<file path="src/rtl/bus_arbiter_param_pkg.sv">
// Shared types and helpers for the parametrised system-bus arbiter.
// Contents:
//   arb_state_t  - arbiter FSM states (IDLE, GRANTED, BUSY)
//   MID_NONE     - master code broadcast when no master holds the bus
//   to_code      - master index -> master code (index+1)
//   from_code    - master code -> master index (code-1)
package bus_arbiter_param_pkg;

  typedef enum logic [1:0] {
    IDLE,
    GRANTED,
    BUSY
  } arb_state_t;

  localparam int MID_NONE = 0;

  // Code 0 is reserved for "no master", so codes are offset by one.
  function automatic int to_code(int idx);
    return idx + 1;
  endfunction

  function automatic int from_code(int code);
    return code - 1;
  endfunction

endpackage

</file>
<file path="src/rtl/bus_arbiter_param_if.sv">
// Bundle of the arbiter's request/grant/split signals.
// Modports:
//   master - arbiter side: takes requests, utilisation and slave split
//            traffic; drives grants, slave notify fields, split mask and
//            the hold-timeout pulse
//   slave  - agent side (masters and slaves of the bus), mirror image
interface bus_arbiter_param_if #(
  parameter int NUM_MASTERS = 2,
  parameter int NUM_SLAVES  = 3
);
  localparam int MID_W = $clog2(NUM_MASTERS + 1);

  logic                          rr_mode;
  logic [NUM_MASTERS-1:0]        req_from_master;
  logic [NUM_MASTERS-1:0]        bus_utilization;
  logic [NUM_MASTERS-1:0]        grant_to_master;
  logic [NUM_SLAVES*MID_W-1:0]   notify_granted_master_to_slave;
  logic [NUM_SLAVES*MID_W-1:0]   split_req_from_slave;
  logic [NUM_SLAVES-1:0]         split_release_from_slave;
  logic [NUM_MASTERS-1:0]        split_pending;
  logic                          hold_timeout;

  modport master (
    input  rr_mode,
    input  req_from_master,
    input  bus_utilization,
    input  split_req_from_slave,
    input  split_release_from_slave,
    output grant_to_master,
    output notify_granted_master_to_slave,
    output split_pending,
    output hold_timeout
  );

  modport slave (
    output rr_mode,
    output req_from_master,
    output bus_utilization,
    output split_req_from_slave,
    output split_release_from_slave,
    input  grant_to_master,
    input  notify_granted_master_to_slave,
    input  split_pending,
    input  hold_timeout
  );

endinterface

</file>
<file path="src/rtl/bus_arbiter_param_pick.sv">
// Combinational winner selection for the bus arbiter.
// Ports:
//   eligible  in   NUM_MASTERS  requesting masters that are not parked
//   rr_mode   in   1            0 = highest index wins, 1 = round robin
//   rr_ptr    in   IDX_W        index of the last round-robin winner
//   winner    out  IDX_W        selected master index (0 when none)
//   valid     out  1            at least one master is eligible
module bus_arbiter_param_pick #(
  parameter  int NUM_MASTERS = 2,
  localparam int IDX_W       = $clog2(NUM_MASTERS)
) (
  input  logic [NUM_MASTERS-1:0] eligible,
  input  logic                   rr_mode,
  input  logic [IDX_W-1:0]       rr_ptr,
  output logic [IDX_W-1:0]       winner,
  output logic                   valid
);

  logic             found;
  logic [IDX_W-1:0] cand;

  assign valid = |eligible;

  // Round robin walks the masters starting just after the last winner and
  // wraps, so the previous winner is considered last.
  always_comb begin
    winner = '0;
    found  = 1'b0;
    cand   = '0;
    if (!rr_mode) begin
      for (int i = 0; i < NUM_MASTERS; i++) begin
        if (eligible[i]) begin
          winner = IDX_W'(i);
        end
      end
    end else begin
      for (int k = 1; k <= NUM_MASTERS; k++) begin
        cand = IDX_W'((int'(rr_ptr) + k) % NUM_MASTERS);
        if (!found && eligible[cand]) begin
          winner = cand;
          found  = 1'b1;
        end
      end
    end
  end

endmodule

</file>
<file path="src/rtl/bus_arbiter_param.sv">
// Shared serial-bus arbiter for NUM_MASTERS masters and NUM_SLAVES slaves.
// Grants one master at a time (fixed priority or round robin, chosen when
// idle), revokes grants that are never used or held too long while others
// wait, and parks masters that a slave has split until that slave releases.
// Ports:
//   clk    in  1  system clock
//   reset  in  1  synchronous, active-low reset
//   bus    bus_arbiter_param_if.master: requests, utilisation, split and
//          release traffic in; grants, per-slave master code, split mask
//          and hold-timeout pulse out
module bus_arbiter_param
  import bus_arbiter_param_pkg::*;
#(
  parameter int NUM_MASTERS = 2,
  parameter int NUM_SLAVES  = 3,
  parameter int GRANT_WAIT  = 4,
  parameter int MAX_HOLD    = 64
) (
  input  logic                 clk,
  input  logic                 reset,
  bus_arbiter_param_if.master  bus
);

  localparam int MID_W  = $clog2(NUM_MASTERS + 1);
  localparam int IDX_W  = $clog2(NUM_MASTERS);
  localparam int SIDX_W = (NUM_SLAVES > 1) ? $clog2(NUM_SLAVES) : 1;
  localparam int WAIT_W = $clog2(GRANT_WAIT + 1);
  localparam int HOLD_W = (MAX_HOLD > 1) ? $clog2(MAX_HOLD + 1) : 1;

  arb_state_t             state;
  logic [NUM_MASTERS-1:0] grant_q;
  logic [NUM_MASTERS-1:0] pending_q;
  logic                   hold_to_q;
  logic [IDX_W-1:0]       gnt_idx;
  logic [IDX_W-1:0]       rr_ptr;
  logic [SIDX_W-1:0]      owner [NUM_MASTERS];
  logic [WAIT_W-1:0]      wait_cnt;
  logic [HOLD_W-1:0]      hold_cnt;

  logic [NUM_MASTERS-1:0] eligible;
  logic [IDX_W-1:0]       pick_idx;
  logic                   pick_valid;
  logic [MID_W-1:0]       gnt_code;
  logic [MID_W-1:0]       notify_code;
  logic                   others_waiting;
  logic                   split_hit;
  logic [SIDX_W-1:0]      split_slave;

  assign eligible       = bus.req_from_master & ~pending_q;
  assign gnt_code       = MID_W'(to_code(int'(gnt_idx)));
  assign notify_code    = (|grant_q) ? gnt_code : MID_W'(MID_NONE);
  assign others_waiting = |(eligible & ~grant_q);

  assign bus.grant_to_master                = grant_q;
  assign bus.notify_granted_master_to_slave = {NUM_SLAVES{notify_code}};
  assign bus.split_pending                  = pending_q;
  assign bus.hold_timeout                   = hold_to_q;

  bus_arbiter_param_pick #(
    .NUM_MASTERS (NUM_MASTERS)
  ) u_pick (
    .eligible (eligible),
    .rr_mode  (bus.rr_mode),
    .rr_ptr   (rr_ptr),
    .winner   (pick_idx),
    .valid    (pick_valid)
  );

  // Scan downward so the lowest-numbered slave claiming the granted master
  // ends up as the recorded owner. Code 0 never matches gnt_code.
  always_comb begin
    split_hit   = 1'b0;
    split_slave = '0;
    for (int s = NUM_SLAVES - 1; s >= 0; s--) begin
      if (bus.split_req_from_slave[s*MID_W +: MID_W] == gnt_code) begin
        split_hit   = 1'b1;
        split_slave = SIDX_W'(s);
      end
    end
  end

  // Releases are written before the FSM so that a split issued in the same
  // cycle on the same master overrides the clear and keeps it parked.
  always_ff @(posedge clk) begin
    if (!reset) begin
      state     <= IDLE;
      grant_q   <= '0;
      pending_q <= '0;
      hold_to_q <= 1'b0;
      gnt_idx   <= '0;
      rr_ptr    <= IDX_W'(NUM_MASTERS - 1);
      wait_cnt  <= '0;
      hold_cnt  <= '0;
      for (int m = 0; m < NUM_MASTERS; m++) begin
        owner[m] <= '0;
      end
    end else begin
      hold_to_q <= 1'b0;

      for (int m = 0; m < NUM_MASTERS; m++) begin
        for (int s = 0; s < NUM_SLAVES; s++) begin
          if (bus.split_release_from_slave[s] && owner[m] == SIDX_W'(s)) begin
            pending_q[m] <= 1'b0;
          end
        end
      end

      case (state)
        IDLE: begin
          wait_cnt <= '0;
          hold_cnt <= '0;
          if (pick_valid) begin
            grant_q <= NUM_MASTERS'(1) << pick_idx;
            gnt_idx <= pick_idx;
            if (bus.rr_mode) begin
              rr_ptr <= pick_idx;
            end
            state <= GRANTED;
          end
        end

        GRANTED: begin
          if (bus.bus_utilization[gnt_idx]) begin
            hold_cnt <= '0;
            state    <= BUSY;
          end else if (!bus.req_from_master[gnt_idx]) begin
            grant_q <= '0;
            state   <= IDLE;
          end else if (wait_cnt == WAIT_W'(GRANT_WAIT - 1)) begin
            grant_q <= '0;
            state   <= IDLE;
          end else begin
            wait_cnt <= wait_cnt + 1'b1;
          end
        end

        BUSY: begin
          if (split_hit) begin
            pending_q[gnt_idx] <= 1'b1;
            owner[gnt_idx]     <= split_slave;
            grant_q            <= '0;
            state              <= IDLE;
          end else if (!bus.bus_utilization[gnt_idx]) begin
            grant_q <= '0;
            state   <= IDLE;
          end else if (MAX_HOLD != 0 && others_waiting) begin
            // Hold time only accrues while somebody else is kept waiting.
            if (hold_cnt == HOLD_W'(MAX_HOLD - 1)) begin
              grant_q   <= '0;
              hold_to_q <= 1'b1;
              state     <= IDLE;
            end else begin
              hold_cnt <= hold_cnt + 1'b1;
            end
          end
        end

        default: begin
          grant_q <= '0;
          state   <= IDLE;
        end
      endcase
    end
  end

endmodule
</file>
<file path="src/flat_wrapper.sv">
// flat-port wrapper written by rule: the top's interface ports become plain ports
module bus_arbiter_param_flat import bus_arbiter_param_pkg::*;
#(
  parameter int NUM_MASTERS = 2,
  parameter int NUM_SLAVES  = 3,
  parameter int GRANT_WAIT  = 4,
  parameter int MAX_HOLD    = 64
)
  (clk, reset, bus_rr_mode, bus_req_from_master, bus_bus_utilization, bus_split_req_from_slave, bus_split_release_from_slave, bus_grant_to_master, bus_notify_granted_master_to_slave, bus_split_pending, bus_hold_timeout);
  bus_arbiter_param_if #(.NUM_MASTERS(NUM_MASTERS), .NUM_SLAVES(NUM_SLAVES)) bus_i ();
  input  logic clk;
  input  logic reset;
  input wire logic [$bits(bus_i.rr_mode)-1:0] bus_rr_mode;
  input wire logic [$bits(bus_i.req_from_master)-1:0] bus_req_from_master;
  input wire logic [$bits(bus_i.bus_utilization)-1:0] bus_bus_utilization;
  input wire logic [$bits(bus_i.split_req_from_slave)-1:0] bus_split_req_from_slave;
  input wire logic [$bits(bus_i.split_release_from_slave)-1:0] bus_split_release_from_slave;
  output wire logic [$bits(bus_i.grant_to_master)-1:0] bus_grant_to_master;
  output wire logic [$bits(bus_i.notify_granted_master_to_slave)-1:0] bus_notify_granted_master_to_slave;
  output wire logic [$bits(bus_i.split_pending)-1:0] bus_split_pending;
  output wire logic [$bits(bus_i.hold_timeout)-1:0] bus_hold_timeout;
  assign bus_i.rr_mode = bus_rr_mode;
  assign bus_i.req_from_master = bus_req_from_master;
  assign bus_i.bus_utilization = bus_bus_utilization;
  assign bus_i.split_req_from_slave = bus_split_req_from_slave;
  assign bus_i.split_release_from_slave = bus_split_release_from_slave;
  assign bus_grant_to_master = bus_i.grant_to_master;
  assign bus_notify_granted_master_to_slave = bus_i.notify_granted_master_to_slave;
  assign bus_split_pending = bus_i.split_pending;
  assign bus_hold_timeout = bus_i.hold_timeout;
  bus_arbiter_param #(.NUM_MASTERS(NUM_MASTERS), .NUM_SLAVES(NUM_SLAVES), .GRANT_WAIT(GRANT_WAIT), .MAX_HOLD(MAX_HOLD)) u_core (.clk(clk), .reset(reset), .bus(bus_i));
endmodule
</file>
<file path="config.mk">
export PLATFORM = sky130hd
export DESIGN_NAME = bus_arbiter_param_flat
export DESIGN_NICKNAME = d
export VERILOG_FILES = /design/src/rtl/bus_arbiter_param_pkg.sv /design/src/rtl/bus_arbiter_param_if.sv /design/src/rtl/bus_arbiter_param_pick.sv /design/src/rtl/bus_arbiter_param.sv /design/src/flat_wrapper.sv
export SDC_FILE = /design/constraint.sdc
export NUM_CORES = 1
export LEC_CHECK = 0
export BUFFER_PORTS_ARGS = -buffer_cell sky130_fd_sc_hd__buf_2
export CELL_PAD_IN_SITES_DETAIL_PLACEMENT = 1
export CELL_PAD_IN_SITES_GLOBAL_PLACEMENT = 2
export CORE_MARGIN = 3
export CORE_UTILIZATION = 32
export DETAILED_ROUTE_END_ITERATION = 16
export GPL_ROUTABILITY_DRIVEN = 0
export PLACE_DENSITY_LB_ADDON = 0.1
export SLEW_MARGIN = 20
export SYNTH_ARGS = -nofsm -noshare
export SYNTH_HDL_FRONTEND = slang
export SYNTH_HIERARCHICAL = 1
export SYNTH_SLANG_ARGS = --single-unit
</file>
<file path="constraint.sdc">
create_clock -name clk -period 2.56 [get_ports clk]
set_input_delay 0.384 -clock clk [delete_from_list [all_inputs] [get_ports clk]]
set_output_delay 0.384 -clock clk [all_outputs]
set_load 0.01 [all_outputs]
</file>
==> reports/qor.yml <==
status: "complete, no violations"
core_um2: 4086
end_kind: "flop"
synth_edf_count: 4
cp.required_ns: 2.76
fin_worst_skew_ns: 0.006378
cts_tree: "yes"
finalSetupTns_ns: 0
finalCriticalPeriod_ns: 2.184
port_buffers: 26
dp_hpwl_um: 2728
dr_wl_met2_um: 1540
netlist_area_um2: 1389
grt_pass1_vias: 1288
hold_viol: 0
cts_buffer_depth: 2
ir_drop_v: 0.0001496
grt_max_degree: 19
yosys.area_share.simple_pct: 30.72
ioPinCount: 27
power_switching_uw: 217.7
critical_path_arrival_ns: 2.38
met3_length_um: 186
syn2layout_area_growth_pct: 11.26
power.share.sequential_pct: 51.7
crit_path_start_kind: "flop"
synth_top_family_by_area: "simple AND/OR/NAND/NOR gates"
cp_max_fo: 11
start_util_pct: 33.99
pwr-share-clk_pct: 30.2
clk_pin_slew_ns: 0.09
hp-class: "in -> reg"
drive_above_1_share_pct: 22.78
wl_um: 3428
multi_input_area_um2: 777.0
period_share_pct: 85.32
ctsHoldBuffers: 0
synth_ff_type: "dfxtp_1"
synth_xor_area_share_pct: 0
grt_pass1_wl_um: 5858
synth_compound_area_share_pct: 18.56
slew_headroom_pct: 62.18
setup_viol: 0
clk_latency_ns: 0.27
fmax_mhz: 457.8
drtPass1Iterations: 4
top_layer: "met4"
syn-num-nets: 179
std_cell_rows: 23
final_util_pct: 37.81
yosys_warnings: 6
crit_type: "reg -> reg"
p_int_uw: 553.1
post-cts-setup-buffers: 0
routedWlPerCell_um: 14.90
power_frac_comb_pct: 18.1
drc_errors: 0
antenna_cells: 0
switching_share_pct: 28.24
synthCells: 160
maxCapViolCount: 0
wl_met1_um: 1660
avgViaCountPerCell: 5.439
final-seq-area_um2: 500.5
via_count: 1251
synth_adder_area_share_pct: 2.703
die_x_um: 71.88
root_buffer: "clkbuf_8"
rsz0062_at_grt: "no"
drt_iter0_drc: 26
leakage_uw: 0.0006092
grt_overflow: 0
finalMaxSlewViolations: 0
ys_async_sr_fraction_pct: 0
synthMuxAreaShare_pct: 3.964
die_area_um2: 5167
ys_types: 47
syn_avg_cell_area_um2: 8.680
grt_usage_pct: 14.12
antenna_left: 0
die_y_um: 71.88
clock_sinks: 23
nFillCells: 486
p_per_area_nw_per_um2: 498.8
synth-seq-cells: 23
htreeDepth: 1
worst_slew_pin_slew_ns: 0.5665
nets: 200
cts_resized: 0
antenna_found_initial: 0
yosysSeqAreaShare_pct: 36.04
numCtsBuffers: 3
[final timing paths]
kind	cells after the start	from	end	slack [ns]
worst max register to register	6	u_core/hold_cnt[0]	u_core/hold_cnt[5]	0.38
worst min register to register	1	u_core/hold_cnt[6]	u_core/hold_cnt[6]	0.45
worst max-delay path	6	u_core/hold_cnt[0]	u_core/hold_cnt[5]	0.38
worst min-delay path	3	bus_rr_mode	u_core/rr_ptr	0.39
[sequential cells by signal, summed over array words and instances (netlist names)]
register / count
u_core/hold_cnt: 7
u_core/gnt_idx: 1
u_core/bus.split_pending: 2
u_core/bus.hold_timeout: 1
u_core/bus.grant_to_master: 2
u_core/state: 2
u_core/wait_cnt: 3
u_core/owner: 4
u_core/rr_ptr: 1
[worst max-delay path, stage by stage, from the launching register on]
cell       delay [ns]
dfxtp_1          0.37
ha_1             0.24
nand3_1          0.20
o2bb2ai_2        0.12
a2111o_1         0.53
or4_1            0.51
a21oi_1          0.14
[power groups by stage]
| stage | Clock (uW) | Sequential, uW | Combinational (uW) |
|---|---|---|---|
| after floorplan | 0 | 395 | 119 |
| after global routing | 254 | 401 | 156 |
| final | 233 | 398 | 139 |
| after detailed placement | 0 | 407 | 140 |
| after global placement | 0 | 407 | 137 |
| after CTS | 245 | 399 | 141 |
[routing by layer]
layer / track usage (%) / vias to the layer above
met3: 2.805 / 4
met5: 0 / -
met2: 23.57 / 23
met1: 18.30 / 601
li1: - / 623
met4: 4.384 / 0
[cell families (layout without fill, tap and decap cells)]
group,count (synthesis),in the layout
adder cells (fa/ha/maj),3,3
AO/OA/AOI/OAI,37,37
AND/OR/NAND/NOR,75,75
multiplexers,5,5
buffers and inverters,17,37
flip-flops,23,23
[synth_stat cells, drive strengths merged, types with 2 or more instances]
| cell type | n | area, um^2 |
|---|---|---|
| a21oi | 9 | 45.04 |
| a2bb2oi | 2 | 17.52 |
| buf | 7 | 53.80 |
| clkbuf | 4 | 35.04 |
| dfxtp | 19 | 380.4 |
| edfxtp | 4 | 120.1 |
| ha | 3 | 37.54 |
| inv | 6 | 22.52 |
| mux2i | 4 | 43.79 |
| nand2 | 15 | 56.30 |
| nand2b | 3 | 18.77 |
| nand3 | 14 | 70.07 |
| nand3b | 2 | 15.01 |
| nand4 | 3 | 18.77 |
| nor2 | 11 | 41.29 |
| nor2b | 4 | 25.02 |
| nor3 | 2 | 10.01 |
| nor3b | 3 | 22.52 |
| o2111ai | 3 | 26.28 |
| o211ai | 2 | 15.01 |
| o21ai | 8 | 40.04 |
| o31ai | 2 | 15.01 |
| or2b | 5 | 42.54 |
| or3 | 4 | 25.02 |
| or3b | 2 | 22.52 |
| or4 | 3 | 22.52 |
[per-stage QoR]
step	hold WS (ns)	instances	power (uW)	instance area, um^2	worst slack [ns]
floorplan	0.4227	160	514.0	1389	0.5636
global placement	0.4298	226	543.8	1500	0.3293
detailed placement	0.4471	226	547.4	1500	0.2770
CTS	0.3861	230	785.3	1545	0.3570
global route	0.4333	230	811.4	1545	0.2353
finish	0.3883	230	770.8	1545	0.3757
[layout make-up]
type	count	area share (%)
Sequential cell	23	32.39
Timing Repair Buffer	27	8.907
Inverter	6	1.457
Tap cell	50	4.049
Multi-Input combinational cell	120	50.28
Clock buffer	4	2.915
[placed cells by master (no fill, tap or decap), types with 3 or more instances in the layout]
cell type / count
a21oi_1: 9
buf_2: 26
clkbuf_8: 3
dfxtp_1: 19
edfxtp_1: 4
ha_1: 3
inv_1: 6
mux2i_1: 3
nand2_1: 15
nand2b_1: 3
nand3_1: 14
nand4_1: 3
nor2_1: 11
nor2b_1: 4
nor3b_1: 3
o2111ai_1: 3
o21ai_0: 8
or2b_2: 4
or3_1: 4
or4_1: 3
No activity file was read; power rests on OpenSTA's default activity.
